[src/rtl/tpu_pkg.sv]
// Shared TPU control-path types: the decoded instruction word, its reset value,
// and the default look-ahead queue depth.
package tpu_pkg;

  typedef struct packed {
    logic [7:0]  opcode;
    logic [15:0] operand;
  } instr_type;

  localparam instr_type INIT_INSTR = '{opcode: 8'h00, operand: 16'h0000};

  localparam int LAQ_DEPTH = 4;

endpackage

[src/rtl/look_ahead_queue_mem.sv]
// Storage array for the look-ahead queue: one write port, asynchronous read.
// Entries are cleared to INIT_INSTR on reset.
module look_ahead_queue_mem
  import tpu_pkg::*;
#(
  parameter int DEPTH = LAQ_DEPTH,
  localparam int PW = $clog2(DEPTH)
) (
  input  logic            clk,
  input  logic            rst,
  input  logic            i_we,
  input  logic [PW-1:0]   i_wrAddr,
  input  instr_type       i_wrData,
  input  logic [PW-1:0]   i_rdAddr,
  output instr_type       o_rdData
);

  instr_type r_mem [DEPTH];

  always_ff @(posedge clk or posedge rst) begin
    if (rst) begin
      for (int i = 0; i < DEPTH; i++) begin
        r_mem[i] <= INIT_INSTR;
      end
    end else if (i_we) begin
      r_mem[i_wrAddr] <= i_wrData;
    end
  end

  assign o_rdData = r_mem[i_rdAddr];

endmodule

[src/rtl/look_ahead_queue.sv]
// Multi-entry instruction look-ahead queue: buffers decoded instructions and
// issues one per cycle while downstream is idle. Define LOOK_AHEAD_QUEUE_BYPASS_EN
// to let an empty-queue write issue on the same edge.
module look_ahead_queue
  import tpu_pkg::*;
#(
  parameter int DEPTH = LAQ_DEPTH,
  parameter int AFULL_LEVEL = DEPTH - 1,
  localparam int PW = $clog2(DEPTH),
  localparam int CW = $clog2(DEPTH + 1)
) (
  input  logic            clk,
  input  logic            rst,
  input  logic            enable,
  input  instr_type       instr_in,
  input  logic            instr_write,
  input  logic            instr_busy,
  output instr_type       instr_out,
  output logic            instr_read,
  output instr_type       instr_next,
  output logic            instr_next_valid,
  output logic [CW-1:0]   instr_count,
  output logic            instr_full,
  output logic            instr_almost_full,
  output logic            instr_overflow
);

  logic [PW-1:0] r_rdPtr;
  logic [PW-1:0] r_wrPtr;
  logic [CW-1:0] r_count;
  instr_type     r_instrOut;
  logic          r_instrRead;
  logic          r_overflow;

  instr_type     w_head;
  logic          w_empty;
  logic          w_pop;
  logic          w_push;
  logic          w_bypass;
  logic          w_drop;

  assign w_empty = (r_count == '0);
  assign w_pop   = enable & ~instr_busy & ~w_empty;

`ifdef LOOK_AHEAD_QUEUE_BYPASS_EN
  assign w_bypass = enable & instr_write & ~instr_busy & w_empty;
`else
  assign w_bypass = 1'b0;
`endif

  // A full queue still accepts a write when the head leaves on the same edge.
  assign w_push = enable & instr_write & ~w_bypass &
                  ((r_count < CW'(DEPTH)) | w_pop);
  assign w_drop = enable & instr_write & ~w_bypass & ~w_push;

  look_ahead_queue_mem #(.DEPTH(DEPTH)) u_mem (
    .clk      (clk),
    .rst      (rst),
    .i_we     (w_push),
    .i_wrAddr (r_wrPtr),
    .i_wrData (instr_in),
    .i_rdAddr (r_rdPtr),
    .o_rdData (w_head)
  );

  always_ff @(posedge clk or posedge rst) begin
    if (rst) begin
      r_rdPtr     <= '0;
      r_wrPtr     <= '0;
      r_count     <= '0;
      r_instrOut  <= INIT_INSTR;
      r_instrRead <= 1'b0;
      r_overflow  <= 1'b0;
    end else begin
      r_instrRead <= w_pop | w_bypass;
      if (w_pop) begin
        r_instrOut <= w_head;
        r_rdPtr    <= r_rdPtr + PW'(1);
      end else if (w_bypass) begin
        r_instrOut <= instr_in;
      end
      if (w_push) begin
        r_wrPtr <= r_wrPtr + PW'(1);
      end
      if (w_push && !w_pop) begin
        r_count <= r_count + CW'(1);
      end else if (w_pop && !w_push) begin
        r_count <= r_count - CW'(1);
      end
      if (w_drop) begin
        r_overflow <= 1'b1;
      end
    end
  end

  assign instr_out         = r_instrOut;
  assign instr_read        = r_instrRead;
  assign instr_next        = w_empty ? INIT_INSTR : w_head;
  assign instr_next_valid  = ~w_empty;
  assign instr_count       = r_count;
  assign instr_full        = (r_count == CW'(DEPTH));
  assign instr_almost_full = (r_count >= CW'(AFULL_LEVEL));
  assign instr_overflow    = r_overflow;

endmodule

[config.mk]
export PLATFORM = sky130hd
export DESIGN_NAME = look_ahead_queue
export DESIGN_NICKNAME = d
export VERILOG_FILES = /design/src/rtl/tpu_pkg.sv /design/src/rtl/look_ahead_queue_mem.sv /design/src/rtl/look_ahead_queue.sv
export SDC_FILE = /design/constraint.sdc
export NUM_CORES = 1
export LEC_CHECK = 0
export BUFFER_PORTS_ARGS = -buffer_cell sky130_fd_sc_hd__buf_4
export CAP_MARGIN = 10
export CORE_ASPECT_RATIO = 0.9
export CORE_MARGIN = 4
export CORE_UTILIZATION = 61
export DETAILED_ROUTE_END_ITERATION = 12
export PLACE_DENSITY = 0.85
export SYNTH_ARGS = -nofsm -noshare
export SYNTH_HDL_FRONTEND = slang
export SYNTH_SLANG_ARGS = --single-unit
[constraint.sdc]
create_clock -name clk -period 12.9 [get_ports clk]
set_clock_uncertainty 0.1 [all_clocks]
set_input_delay 1.935 -clock clk [delete_from_list [all_inputs] [get_ports clk]]
set_output_delay 1.935 -clock clk [all_outputs]
set_load 0.05 [all_outputs]
==> reports/metrics.cfg <==
[run_status]
outcome=finished, final reports clean

[clock_network]
h-tree-depth=4
insertion_delay_ns=0.51
ctsResizeCount=0
tritoncts=done
post_cts_buffers=0
cts.clk_slew.worst_paths_ns=0.06
clock_path_buffers=2
clock-sinks=129
cts-buffers-inserted=17
ctsRootBufferMaster=clkbuf_8
postCtsHoldBufs=0

[placement]
post_dp_cell_area_mm2=0.00643
port_buffers=84
gp_congestion=0.772
hpwlAfterDp_mm=6.97

[global_route]
grt_usage_pct=23.0
grt-ovfl-total=0
grt_pass1_vias=3683
grt_max_degree=73
grt_pass1_wl_mm=19.0
grt_antenna_before_repair=0

[timing]
slew_violations=0
min_period_ns=4.53
relSlewSlack_pct=39.3
timing.fmax_mhz=221
tns_ns=0
finalHoldViolations=0
max_slew.worst_pin.slew_ns=0.910
fin_crit_sh_pct=35.1
finalSetupViolations=0
rsz0062_at_grt=false

[synthesis]
yosysSeqAreaShare_pct=56.3
yosysUniqueCellTypes=25
syn_avg_cell_area_um2=16.3
netlist.area_leader.share_pct=56.3
synthCells=351
synth_area_mm2=0.00574
syn_nets=386
ys_warn_count=0
synth_area_leaders=dfrtp_1, mux2_2, mux4_2, mux2_4, and2_1
synth_area_leader_cell=dfrtp_1
synth-seq-cells=129

[floorplan]
rows=33
die-area_mm2=0.0110
die-width_um=110
core_mm2=0.00913
initial_core_util_pct=62.9
ioPinCount=85
die_h_um=100

[worst_setup_path]
arrival_ns=2.50
end_kind=primary output
critPathKind=reg2out
regToRegSetupSlack_ns=9.43
critPathLaunchType=register
path_max_fanout=26
cp_data_required_time_ns=10.86

[detailed_routing]
drtAntennaViolNets=0
via_per_inst=5.65
routedWlPerCell_um=20.1
drt_iter0_markers=110
num_vias=3238
routed_wl_mm=11.5
drtPass1Iterations=4
drcViolationCount=0

[cells_and_area]
final_area_mm2=0.00703
antennaDiodeCount=0
final_cell_mix=dfrtp_1, mux2_2, buf_4, mux4_2, and2_1
final_common_cell=dfrtp_1
area_delta_synth_final_pct=22.6
drive_above_1_share_pct=59.9
fill_cells=539
final_nets=473

[job]
cap_violations=0

[min_path]
hold_path_class=reg2reg

==> worst paths after layout <==
kind,endpoint,start,cells after the start
worst max-delay path,instr_next[3],r_rdPtr[0]$_DFFE_PP0P_,3
worst min-delay path,u_mem.r_mem[31]$_DFFE_PP0P_,u_mem.r_mem[31]$_DFFE_PP0P_,1
worst max register to register,instr_count[1]$_DFFE_PP0P_,instr_count[0]$_DFFE_PP0P_,7
worst min register to register,u_mem.r_mem[31]$_DFFE_PP0P_,u_mem.r_mem[31]$_DFFE_PP0P_,1
max in group asynchronous,r_rdPtr[0]$_DFFE_PP0P_,rst,3
min in group asynchronous,instr_count[0]$_DFFE_PP0P_,rst,2
==> cell type report <==
class                           instances  area (um^2)  share of cell area, %
Tap cell                              122          153                   2.17
Sequential cell                       129         3230                   45.9
Multi-Input combinational cell        195         2350                   33.5
Timing Repair Buffer                   90          676                   9.61
Clock buffer                           20          445                   6.33
Clock inverter                         12          156                   2.22
Inverter                                5         21.3                  0.302
==> stage by stage <==
stage | setup WS, ns | hold WS (ns) | instances | util (%)
after floorplan | 7.42 | 0.374 | 351 | -
final | 8.37 | 0.402 | 573 | 77.1
after global routing | 8.19 | 0.409 | 573 | 77.1
after CTS | 8.31 | 0.402 | 573 | 77.1
after detailed placement | 8.67 | 0.380 | 541 | 70.5
after global placement | 8.72 | 0.364 | 541 | 70.5
==> critical path: stages (launching register included) <==
cell and delay, ns:
dfrtp_2 0.96, mux4_2 0.64, and2_1 0.18, buf_4 0.19
==> state kept, by name, indices dropped and copies added, names as in the netlist <==
register,count
u_mem.r_mem,96
instr_out,24
instr_read,1
r_wrPtr,2
r_rdPtr,2
instr_count,3
instr_overflow,1
==> synthesized netlist by cell type, drive strengths merged <==
| cell | count |
|---|---|
| nor3b | 1 |
| and2 | 24 |
| xor2 | 4 |
| and3 | 1 |
| mux4 | 24 |
| inv | 5 |
| and4b | 1 |
| nand4 | 4 |
| a21o | 1 |
| fa | 1 |
| buf | 18 |
| nor2 | 1 |
| nand2 | 1 |
| a41o | 1 |
| or3 | 1 |
| dfrtp | 129 |
| clkbuf | 4 |
| xnor2 | 2 |
| mux2 | 122 |
| ha | 5 |
| and3b | 1 |
==> cells by family (layout without fill, tap and decap cells) <==
kind of cell	after synthesis	in the layout	synth area share, %
adder cells (fa/ha/maj)	6	6	1.44
buffers and inverters	27	127	2.75
AND/OR/NAND/NOR	35	35	3.86
flip-flops	129	129	56.3
multiplexers	146	146	34.5
XOR/XNOR	6	6	0.916
AO/OA/AOI/OAI	2	2	0.305
==> layer usage <==
metal / vias up / part of all wire [%] / global-route usage [%]
met5: - / 0 / 0
met3: 14 / 4.6 / 6.75
met2: 73 / 52 / 39.0
li1: 1454 / - / -
met1: 1697 / 42 / 29.2
met4: 0 / 1.2 / 5.97
Power is left out: the tool's default activity adds up to more than one toggle a clock period on the data nets, which glitch-free logic cannot reach.
